[src/rtl/inst_sequencer.sv]
// inst_sequencer -- sequences one compute tile for the PE core.
// Streams len_nij activation words into xmem (LOAD_X), replays them from xmem
// into L0 (READ_X), runs the array for len_nij cycles (EXEC), then drains
// len_onij output words from the OFIFO into psum memory (DRAIN), and pulses done.
// Ports:
//   clk, reset       : single rising-edge clock, synchronous active-low reset
//   start            : one-cycle request to run a tile (honoured in IDLE only)
//   D_in/D_in_valid  : upstream activation stream, D_in_ready = accept this cycle
//   ofifo_valid      : core output FIFO holds a word
//   inst             : registered 34-bit core instruction word
//   D_xmem           : registered xmem write data
//   busy, done       : not-IDLE flag, one-cycle completion pulse
module inst_sequencer #(
  parameter int bw        = 4,
  parameter int row       = 8,
  parameter int len_nij   = 36,
  parameter int len_onij  = 16,
  parameter int pmem_base = 0
) (
  input  logic              clk,
  input  logic              reset,
  input  logic              start,
  input  logic [bw*row-1:0] D_in,
  input  logic              D_in_valid,
  output logic              D_in_ready,
  input  logic              ofifo_valid,
  output logic [33:0]       inst,
  output logic [bw*row-1:0] D_xmem,
  output logic              busy,
  output logic              done
);

  typedef struct packed {
    logic        acc;
    logic        cen_pmem;
    logic        wen_pmem;
    logic [10:0] a_pmem;
    logic        cen_xmem;
    logic        wen_xmem;
    logic [10:0] a_xmem;
    logic        ofifo_rd;
    logic        ififo_wr;
    logic        ififo_rd;
    logic        l0_rd;
    logic        l0_wr;
    logic        execute;
    logic        load;
  } inst_t;

  typedef enum logic [2:0] {IDLE, LOAD_X, READ_X, EXEC, DRAIN, DONE} state_t;

  // Counter carries one bit beyond the 11-bit address so READ_X can reach
  // cnt == len_nij even when len_nij is 2048; addresses use the low 11 bits.
  localparam logic [11:0] NIJ   = 12'(len_nij);
  localparam logic [11:0] ONIJ  = 12'(len_onij);
  localparam logic [10:0] PBASE = 11'(pmem_base);

  function automatic inst_t idle_word();
    inst_t w;
    w          = '0;
    w.cen_pmem = 1'b1;
    w.wen_pmem = 1'b1;
    w.cen_xmem = 1'b1;
    w.wen_xmem = 1'b1;
    return w;
  endfunction

  state_t              state_q, state_d;
  logic [11:0]         cnt_q, cnt_d;
  logic                ph_q, ph_d;     // DRAIN phase: 0 = sample cycle, 1 = gap cycle
  inst_t               inst_q, inst_d;
  logic [bw*row-1:0]   dx_q, dx_d;

  // State register
  always_ff @(posedge clk) begin
    if (!reset) begin
      state_q <= IDLE;
      cnt_q   <= '0;
      ph_q    <= 1'b0;
      inst_q  <= idle_word();
      dx_q    <= '0;
    end else begin
      state_q <= state_d;
      cnt_q   <= cnt_d;
      ph_q    <= ph_d;
      inst_q  <= inst_d;
      dx_q    <= dx_d;
    end
  end

  // Next-state / counter
  always_comb begin
    state_d = state_q;
    cnt_d   = cnt_q;
    ph_d    = ph_q;
    unique case (state_q)
      IDLE: if (start) begin
        state_d = LOAD_X;
        cnt_d   = '0;
      end
      LOAD_X: if (D_in_valid) begin
        if (cnt_q == NIJ - 12'd1) begin
          state_d = READ_X;
          cnt_d   = '0;
        end else begin
          cnt_d = cnt_q + 12'd1;
        end
      end
      READ_X: begin
        // len_nij reads plus one trailing cycle for the last L0 write
        if (cnt_q == NIJ) begin
          state_d = EXEC;
          cnt_d   = '0;
        end else begin
          cnt_d = cnt_q + 12'd1;
        end
      end
      EXEC: begin
        if (cnt_q == NIJ - 12'd1) begin
          state_d = DRAIN;
          cnt_d   = '0;
          ph_d    = 1'b0;
        end else begin
          cnt_d = cnt_q + 12'd1;
        end
      end
      DRAIN: begin
        if (!ph_q) begin
          if (ofifo_valid) begin
            cnt_d = cnt_q + 12'd1;
            ph_d  = 1'b1;
          end
        end else begin
          ph_d = 1'b0;
          if (cnt_q == ONIJ) begin
            state_d = DONE;
            cnt_d   = '0;
          end
        end
      end
      DONE: begin
        state_d = IDLE;
        cnt_d   = '0;
      end
      default: begin
        state_d = IDLE;
        cnt_d   = '0;
        ph_d    = 1'b0;
      end
    endcase
  end

  // Registered output words
  always_comb begin
    inst_d = idle_word();
    dx_d   = dx_q;
    unique case (state_q)
      LOAD_X: if (D_in_valid) begin
        inst_d.cen_xmem = 1'b0;
        inst_d.wen_xmem = 1'b0;
        inst_d.a_xmem   = cnt_q[10:0];
        dx_d            = D_in;
      end
      READ_X: begin
        if (cnt_q < NIJ) begin
          inst_d.cen_xmem = 1'b0;
          inst_d.a_xmem   = cnt_q[10:0];
        end
        // xmem has one cycle of read latency, so L0 captures one step behind
        if (cnt_q != 12'd0) inst_d.l0_wr = 1'b1;
      end
      EXEC: begin
        inst_d.l0_rd   = 1'b1;
        inst_d.execute = 1'b1;
      end
      DRAIN: if (!ph_q && ofifo_valid) begin
        inst_d.ofifo_rd = 1'b1;
        inst_d.cen_pmem = 1'b0;
        inst_d.wen_pmem = 1'b0;
        inst_d.a_pmem   = PBASE + cnt_q[10:0];  // wraps mod 2048
      end
      default: ;
    endcase
  end

  assign inst       = inst_q;
  assign D_xmem     = dx_q;
  assign busy       = (state_q != IDLE);
  assign done       = (state_q == DONE);
  assign D_in_ready = (state_q == LOAD_X);

endmodule

[config.mk]
export PLATFORM = sky130hd
export DESIGN_NAME = inst_sequencer
export DESIGN_NICKNAME = d
export VERILOG_FILES = /design/src/rtl/inst_sequencer.sv
export SDC_FILE = /design/constraint.sdc
export NUM_CORES = 1
export LEC_CHECK = 0
export ABC_AREA = 0
export BUFFER_PORTS_ARGS = -buffer_cell sky130_fd_sc_hd__clkbuf_2
export CORE_MARGIN = 2
export CORE_UTILIZATION = 43
export DETAILED_ROUTE_END_ITERATION = 12
export GPL_TIMING_DRIVEN = 0
export PLACE_DENSITY_LB_ADDON = 0.2
export REMOVE_ABC_BUFFERS = 1
export SYNTH_ARGS = -nofsm -noshare
export SYNTH_HDL_FRONTEND = slang
export SYNTH_SLANG_ARGS = --single-unit
[constraint.sdc]
create_clock -name clk -period 4.6 [get_ports clk]
set_input_delay 0.92 -clock clk [delete_from_list [all_inputs] [get_ports clk]]
set_output_delay 0.92 -clock clk [all_outputs]
set_load 0.01 [all_outputs]
==> results of run 1 <==
-- stage by stage --
stage	total power, mW	cells
floorplan	0.982	312
CTS	1.66	506
global placement	1.11	490
global route	1.73	506
detailed placement	1.11	490
finish	1.64	506
-- worst paths after layout --
kind / startpoint / endpoint / cells after the start
setup / recovery: cnt_q[6] / cnt_q[4] / 5
hold / removal: D_xmem[20] / D_xmem[20] / 2
setup reg to reg: cnt_q[6] / cnt_q[4] / 5
hold reg to reg: D_xmem[20] / D_xmem[20] / 2
-- flip-flops by register name, summed over array words and instances (netlist names) --
register,flops
D_xmem,32
inst,28
cnt_q,12
state_q,3
ph_q,1
-- cell usage after synthesis, types with 3 or more instances --
| cell | n | area, um^2 |
|---|---|---|
| nor2_1 | 17 | 63.8 |
| clkbuf_1 | 19 | 71.3 |
| o21ai_0 | 3 | 15.0 |
| buf_4 | 6 | 45.0 |
| and3_1 | 4 | 25.0 |
| mux2i_1 | 3 | 30.0 |
| nand4_1 | 5 | 31.3 |
| inv_1 | 7 | 26.3 |
| nand3_1 | 8 | 40.0 |
| or4_1 | 3 | 22.5 |
| nand2_1 | 77 | 289 |
| or3_1 | 4 | 25.0 |
| a211oi_1 | 5 | 37.5 |
| a21oi_1 | 41 | 205 |
| dfxtp_1 | 76 | 1520 |
| xnor2_1 | 6 | 52.6 |
| and2_1 | 19 | 119 |
-- worst reg2reg max path, stage by stage, from the launching register on --
cell and delay (ns):
dfxtp_1 0.40, or4_4 0.57, or4_1 0.52, a32o_2 0.34, o31ai_2 0.64, nor2_1 0.12
-- final cells by class --
cell class	count	area (um^2)	share of cell area, %
well taps	77	96.3	2.67
clock inverters	4	72.6	2.01
clock buffers	12	145	4.03
repair buffers	101	505	14.0
multi-input cells	229	1230	34.3
inverters	7	26.3	0.729
flip-flops and latches	76	1520	42.2
-- cells in the final DEF, fill, tap and decap left out, types with 2 or more instances in the layout --
cell / synthesis / layout
dfxtp_1: 76 / 76
bufinv_16: 0 / 2
clkbuf_8: 0 / 10
or3_1: 4 / 4
o211ai_1: 2 / 2
o31ai_1: 2 / 2
inv_1: 7 / 7
nor2_1: 17 / 17
nor3_1: 2 / 2
or4_4: 2 / 2
clkbuf_2: 1 / 101
ha_1: 2 / 2
a211oi_1: 5 / 5
and2_1: 19 / 19
nand4_1: 5 / 5
o21ai_0: 3 / 3
clkbuf_1: 19 / 2
a21oi_1: 41 / 41
nand2_1: 77 / 77
xnor2_1: 6 / 6
conb_1: 1 / 4
and4_2: 2 / 2
nand2b_1: 2 / 2
and3_1: 4 / 4
or4_1: 3 / 3
nand3_1: 8 / 8
and2_2: 2 / 2
mux2i_1: 3 / 3
-- routing by layer --
layer  wire [um]  vias to the layer above  track usage [%]  part of all wire [%]
met5           0                        -                0                     0
met4         110                        0             8.24                   1.7
met3         373                       10             4.67                   5.8
met2        2970                       67             27.1                    46
met1        3000                     1106             21.8                    46
li1            -                     1300                -                     -
-- power by group --
part	total, mW	switching [mW]	internal (mW)
combinational	0.333	0.206	0.127
sequential	0.760	0.0467	0.713
clock	0.550	0.230	0.320
-- cells by family (layout without fill, tap and decap cells) --
logic type / count (synthesis) / after routing / synth area share (%)
AO/OA/AOI/OAI: 61 / 61 / 12.7
adder cells (fa/ha/maj): 2 / 2 / 0.862
other: 1 / 4 / 0.129
buffers and inverters: 34 / 124 / 5.47
flip-flops: 76 / 76 / 52.4
XOR/XNOR: 6 / 6 / 1.81
AND/OR/NAND/NOR: 153 / 153 / 25.6
multiplexers: 3 / 3 / 1.03
==> reports/metrics.cfg, run 1 <==
[sta]
period_share_pct=59.3
fmax_mhz=366
setup_tns_ns=0
worst_pin_slew_ns=1.18
fin_skew_ns=0.00912
rsz0062_at_grt=false
holdWs_ns=0.455
fin_ws_ns=1.87
slew_violations=0
hold_viol_final=0
max_slew_margin_pct=21.1
period_needed_ns=2.73
setup_viol=0

[detailed_routing]
wire_per_inst_um=12.7
drt-initial-drc-count=95
dr.pass1.iters=4
vias=2483
drc_errors=0
drt.antenna.violating_nets=0
drt-total-wl_um=6450
viasPerCell=4.91

[critical_path]
cp_slowest_cell=o31ai_2
r2r_setup_slack_ns=1.87
critical_path_buf_inv_count=0
arrival_ns=2.92
setup.worst_path.end_class=flip-flop
critPathKind=flip-flop to flip-flop
critPathMaxStageDelay_ns=0.64
cp_max_fo=10
path_delay_family=simple AND/OR/NAND/NOR gates
cp_data_required_time_ns=4.79
crit_path_cell_trace=or4_4 -> or4_1 -> a32o_2 -> o31ai_2 -> nor2_1
crit_path_start_kind=flip-flop

[placed_design]
place.gp.congestion=0.804
hpwl_um=4570
dp_slack_ns=1.64
port_buffers=101
placed_cell_area_um2=3380

[grt]
overflow=0
gr-usage-all-layers_pct=17.1
grt_max_degree=39
antenna_found_initial=0
grt_pass1_vias=2134
grt_pass1_wl_um=10000

[clock_network]
clkSinkCount=76
cts_max_path_buffers=2
postCtsHoldBufs=0
clockRootBuffer=clkbuf_8
htree_levels=3
cts_resized=0
cts_tree=done
clk_latency_ns=0.34
cts_setup_buffers=0
numCtsBuffers=9
clkTransAtPathRegs_ns=0.08

[yosys]
synth-async-reset-ratio_pct=0
synthesis.area_um2=2900
yosysSeqAreaShare_pct=52.4
netlist_instances=336
ys.flop_type=dfxtp_1
ys_warn_count=0
ys_seq_elements=76
syn_area_per_cell_um2=8.64
synth.distinct_cells=42
synth-edff-count=0

[pwr]
leakagePower_nw=1.54
power_density_nw_per_um2=456
ir_drop_mv=0.258

[cells_and_area]
fin_util_pct=55.8
fillers=601
final_nets=463
fin_area_um2=3600
drive_above_1_share_pct=29.4
diodes=0
area_growth_pct=24.0

[flow_run]
drv_cap=0

[floorplanning]
rows=29
die_height_um=86.2
fp.dieW_um=86.2
start_util_pct=45.0
io_pins=106
die_area_um2=7430
coreArea_um2=6460

[outcome]
status=complete, no violations

[hold_path]
min_path_type=flip-flop to flip-flop

Note: power is estimated with default switching activity, not from simulation.
==> run 2, diff against run 1 <==
Clock period 4.6 ns to 2.7 ns, I/O delays scaled along.
==> run 2 against run 1 <==
First-iteration DRC count rose by 17%. Critical path depth is the same. Via count down 0.20%.
==> reports/metrics.cfg, run 2 (synthesis results as in run 1) <==
[cells_and_area]
largest_register_ffs=32  ; unchanged
final_cell_mix=clkbuf_2, nand2_1, dfxtp_1  ; unchanged
fin_util_pct=56.0  ; was 55.8%
fin_area_um2=3610  ; was 3600 um^2
final_common_cell=clkbuf_2  ; unchanged
diodes=0  ; unchanged
area_growth_pct=24.5  ; was 24.0%
drive_above_1_share_pct=29.6  ; was 29.4%
final_nets=463  ; unchanged

[detailed_routing]
drt.antenna.violating_nets=0  ; unchanged
drc_errors=0  ; unchanged
drt-total-wl_um=6480  ; was 6450 um
viasPerCell=4.90  ; was 4.91
drt-initial-drc-count=111  ; was 95
vias=2478  ; was 2483
dr.pass1.iters=4  ; unchanged
wire_per_inst_um=12.8  ; was 12.7 um

[placed_design]
place.gp.congestion=0.804  ; unchanged
hpwl_um=4570  ; unchanged
placed_cell_area_um2=3380  ; unchanged
port_buffers=101  ; unchanged

[flow_run]
drv_cap=0  ; unchanged

[critical_path]
cp_slowest_cell=or4_4  ; was o31ai_2
crit_path_start_kind=flip-flop  ; unchanged
crit_path_cell_trace=or4_4 -> or4_1 -> a32o_2 -> or4_4 -> o311ai_2  ; was or4_4 -> or4_1 -> a32o_2 -> o31ai_2 -> nor2_1
setup.worst_path.end_class=flip-flop  ; unchanged
critPathKind=flip-flop to flip-flop  ; unchanged
cp_data_required_time_ns=2.94  ; was 4.79 ns
path_common_cell=or4_4
critPathMaxStageDelay_ns=0.56  ; was 0.64 ns
cp_max_fo=9  ; was 10
arrival_ns=2.82  ; was 2.92 ns

[clock_network]
clockRootBuffer=clkbuf_8  ; unchanged
cts_tree=done  ; unchanged
htree_levels=3  ; unchanged
cts_setup_buffers=0  ; unchanged
numCtsBuffers=9  ; unchanged
clkTransAtPathRegs_ns=0.08  ; about the same
cts_max_path_buffers=2  ; unchanged
postCtsHoldBufs=0  ; unchanged
clkSinkCount=76  ; unchanged
clk_latency_ns=0.35  ; was 0.34 ns

[sta]
period_share_pct=95.2  ; was 59.3%
slew_violations=0  ; unchanged
fmax_mhz=389  ; was 366 MHz
worst_pin_slew_ns=1.19  ; was 1.18 ns
period_needed_ns=2.57  ; was 2.73 ns
fin_skew_ns=0.00955  ; was 0.00912 ns
max_slew_margin_pct=20.4  ; was 21.1%
setup_viol=0  ; unchanged
hold_viol_final=0  ; unchanged
rsz0062_at_grt=false  ; unchanged

[grt]
grt_pass1_wl_um=10000  ; about the same
grt_max_degree=39  ; unchanged
antenna_found_initial=0  ; unchanged
gr-usage-all-layers_pct=17.2  ; was 17.1%
overflow=0  ; unchanged
grt_pass1_vias=2135  ; was 2134

[floorplanning]
die_area_um2=7430  ; unchanged
rows=29  ; unchanged
io_pins=106  ; unchanged
fp.dieW_um=86.2  ; unchanged
start_util_pct=45.0  ; unchanged
die_height_um=86.2  ; unchanged
coreArea_um2=6460  ; unchanged

[pwr]
clockPowerShare_pct=33.5  ; about the same
switching_share_pct=29.7  ; was 29.4%
pwr-share-comb_pct=20.6  ; was 20.3%
power.share.sequential_pct=45.9  ; was 46.3%
ir_drop_mv=0.444  ; was 0.258 mV
power_density_nw_per_um2=780  ; was 456 nW/um^2
p_switching_mw=0.839  ; was 0.482 mW
leakagePower_nw=1.54  ; about the same
internal_power_mw=1.98  ; was 1.16 mW
finalPower_mw=2.82  ; was 1.64 mW

[hold_path]
min_path_type=input pin to flip-flop  ; was flip-flop to flip-flop

[outcome]
status=complete, no violations  ; unchanged

## run 2: cell counts in the layout (fill, tap and decap cells not counted)
Identical to the previous run, type by type.
## run 2: layout make-up
cell class                 count  area (um^2)
tap                           77         96.3
timing repair buffer         101          505
clock buffer                  12          145
clock inverter                 4         72.6
sequential                    76         1520
fill                         596         2840
multi-input combinational    229         1250
inverter                       7         26.3
## run 2: stage by stage
step	setup TNS, ns	cells	setup WS, ns	hold slack (ns)
detailed placement	-0.202	490	-0.0454	0.446
global placement	-0.0877	490	-0.0149	0.441
CTS	0	506	0.00000178	0.392
global route	0	506	0.0204	0.404
floorplan	0	312	0.304	0.455
finish	0	506	0.129	0.403
## run 2: what timing repair did
action | 4_1_cts | 5_1_grt
resized for setup | 1 | 1
setup endpoints to repair | 10 | 12
endpoints found under the hold margin | 0 | 0
## run 2: path summary, 6_finish.rpt
kind	cells past startpoint	startpoint	to	slack, ns
setup / recovery	5	cnt_q[6]	state_q[1]	0.13
hold reg to reg	2	D_xmem[20]	D_xmem[20]	0.46
setup reg to reg	5	cnt_q[6]	state_q[1]	0.13
hold / removal	3	D_in[17]	D_xmem[17]	0.40
## run 2: power groups by stage
stage	clock network (mW)	registers, mW	logic [mW]
CTS	0.962	1.29	0.586
detailed placement	0	1.32	0.576
finish	0.944	1.29	0.581
global placement	0	1.32	0.568
floorplan	0	1.34	0.332
global route	1.01	1.30	0.651
## run 2: critical path, delay by kind of cell (launching register included)
kind               cells  cell delay (ns)
DFF                    1             0.40
AOI/OAI and AO/OA      2             0.56
and+or+nand+nor        3             1.51
## run 2: layer usage
metal / vias up / track usage (%) / wire (um)
met3: 13 / 4.67 / 392
li1: 1301 / - / -
met2: 70 / 27.1 / 3000
met5: - / 0 / 0
met1: 1094 / 21.9 / 2960
met4: 0 / 8.24 / 130
==> run 3, diff against run 2 <==
Settings changed: PLACE_DENSITY set to 0.71, PLACE_DENSITY_LB_ADDON 0.2 to unset.
==> run 3 against run 2 <==
Wire length is 1.4% higher. Power fell by 1.2%. Final area about the same. Core utilization about the same. Non-clock buffer count unchanged. Largest power group unchanged. Hold slack better by 0.010 ns. First-iteration DRC count increased by 35%. Register-to-register slack better by 0.03 ns. Via count increased by 1.3%. Largest cell class unchanged. Final cell count unchanged. Highest routed layer unchanged. Clock skew about the same. Critical path depth is the same. Critical endpoint unchanged.
==> reports/metrics.cfg, run 3 (synthesis results as in run 1) <==
[critical_path]
rr_startpoint=cnt_q[6]  ; unchanged
reg2reg_depth=5  ; unchanged
arrival_ns=2.78  ; was 2.82 ns
setup.worst_path.end_class=flip-flop  ; unchanged
cp_data_required_time_ns=2.94  ; about the same
crit_path_start_kind=flip-flop  ; unchanged
r2r_setup_slack_ns=0.16  ; was 0.13 ns
critPathKind=flip-flop to flip-flop  ; unchanged
r2r_end=state_q[1]  ; unchanged
cp_max_fo=9  ; unchanged

[clock_network]
clockRootBuffer=clkbuf_8  ; unchanged
clkTransAtPathRegs_ns=0.08  ; about the same
cts_tree=done  ; unchanged
cts_max_path_buffers=2  ; unchanged
cts_setup_buffers=0  ; unchanged
postCtsHoldBufs=0  ; unchanged
clkSinkCount=76  ; unchanged
clk_latency_ns=0.34  ; was 0.35 ns
numCtsBuffers=9  ; unchanged
htree_levels=3  ; unchanged

[cells_and_area]
diodes=0  ; unchanged
final_cell_mix=clkbuf_2, nand2_1, dfxtp_1  ; unchanged
area_growth_pct=24.5  ; about the same
final_common_cell=clkbuf_2  ; unchanged
largest_register_ffs=32  ; unchanged
final_nets=463  ; unchanged
fin_cells=506  ; unchanged
fin_util_pct=56.0  ; about the same
fin_area_um2=3620  ; was 3610 um^2
drive_above_1_share_pct=30.3  ; was 29.6%

[sta]
worst_pin_slew_ns=1.23  ; was 1.19 ns
hold_viol_final=0  ; unchanged
fin_skew_ns=0.00959  ; was 0.00955 ns
setup_viol=0  ; unchanged
fmax_mhz=393  ; was 389 MHz
period_share_pct=94.1  ; was 95.2%
rsz0062_at_grt=false  ; unchanged
max_slew_margin_pct=17.8  ; was 20.4%
slew_violations=0  ; unchanged
period_needed_ns=2.54  ; was 2.57 ns

[detailed_routing]
drt-initial-drc-count=150  ; was 111
vias=2509  ; was 2478
drc_errors=0  ; unchanged
dr.pass1.iters=4  ; unchanged
wire_per_inst_um=13.0  ; was 12.8 um
drt-total-wl_um=6580  ; was 6480 um
drt.antenna.violating_nets=0  ; unchanged
viasPerCell=4.96  ; was 4.90

[grt]
overflow=0  ; unchanged
gr-usage-all-layers_pct=17.7  ; was 17.2%
grt_pass1_wl_um=10400  ; was 10000 um
grt_max_degree=39  ; unchanged
antenna_found_initial=0  ; unchanged
grt_pass1_vias=2170  ; was 2135

[placed_design]
port_buffers=101  ; unchanged
placed_cell_area_um2=3380  ; unchanged
hpwl_um=4530  ; was 4570 um
dp.cells=490  ; unchanged
place.gp.congestion=0.842  ; was 0.804

[floorplanning]
start_util_pct=45.0  ; unchanged
die_area_um2=7430  ; unchanged
coreArea_um2=6460  ; unchanged
io_pins=106  ; unchanged
fp.dieW_um=86.2  ; unchanged
rows=29  ; unchanged
die_height_um=86.2  ; unchanged

[hold_path]
min_path_type=input pin to flip-flop  ; unchanged
min_to=D_xmem[19]  ; was D_xmem[17]
whs_path_depth=3  ; unchanged
hp-start=D_in[19]  ; was D_in[17]

[flow_run]
drv_cap=0  ; unchanged

[pwr]
leakagePower_nw=1.54  ; about the same
power_density_nw_per_um2=771  ; was 780 nW/um^2
ir_drop_mv=0.605  ; was 0.444 mV

[outcome]
status=complete, no violations  ; unchanged

[run 3: cell count changes in the layout (fill, tap and decap cells not counted)]
| cell | delta |
|---|---|
| bufinv_16 | -1 |
| clkinvlp_4 | +1 |
| a21oi_2 | -1 |
| clkbuf_8 | +1 |
| clkbuf_1 | -2 |
| a21o_1 | -1 |
| inv_6 | +1 |
| a21oi_4 | +1 |
| a21o_2 | +1 |
[run 3: worst max-delay path, cell delays in order (launching register included)]
cell      delay (ns)
dfxtp_1         0.39
or4_4           0.56
or4_1           0.52
a32o_2          0.34
or4_4           0.43
o311ai_2        0.21
[run 3: metrics by stage]
step | hold WS (ns) | TNS (ns) | setup WS [ns] | power [mW]
global placement | 0.442 | 0 | 0.00963 | 1.88
detailed placement | 0.447 | -0.0130 | -0.0130 | 1.90
floorplan | 0.455 | 0 | 0.304 | 1.67
CTS | 0.398 | 0 | 0.0405 | 2.80
global route | 0.393 | 0 | 0.0295 | 2.94
finish | 0.413 | 0 | 0.158 | 2.79
[run 3: layout make-up]
| cell class | count | area [um^2] |
|---|---|---|
| Clock buffer | 11 | 151 |
| Clock inverter | 5 | 58.8 |
| Fill cell | 612 | 2840 |
| Inverter | 7 | 26.3 |
| Multi-Input combinational cell | 229 | 1260 |
| Sequential cell | 76 | 1520 |
| Tap cell | 77 | 96.3 |
| Timing Repair Buffer | 101 | 505 |
[run 3: layer usage]
layer  share of wire (%)  wire length (um)  up-vias  GRT usage [%]
li1                    -                 -     1294              -
met1                  44              2920     1128           23.6
met2                  48              3180       77           27.0
met3                 4.9               325       10           5.14
met4                 2.3               154        0           7.67
met5                   0                 0        -              0
[run 3: power breakdown]
part           leakage [nW]  switching, mW  internal (mW)
clock network         0.102          0.412          0.479
logic                 0.823          0.372          0.226
registers             0.615         0.0832           1.21
[run 3: repair_timing]
item / 4_1_cts / 5_1_grt
pin swaps: 0 / 0
resized for setup: 1 / 3
setup endpoints to repair: 1 / 21
[run 3: worst max path at each step]
| stage | depth (start not counted) | to | from |
|---|---|---|---|
| 4_1_cts | 5 | inst[13] | state_q[2] |
| 3_3_place_gp | 5 | cnt_q[0] | cnt_q[6] |
| 2_1_floorplan | 5 | state_q[1] | cnt_q[6] |
| 5_1_grt | 7 | state_q[1] | cnt_q[0] |
| 3_5_place_dp | 5 | cnt_q[6] | cnt_q[6] |
| 6_report | 5 | state_q[1] | cnt_q[6] |
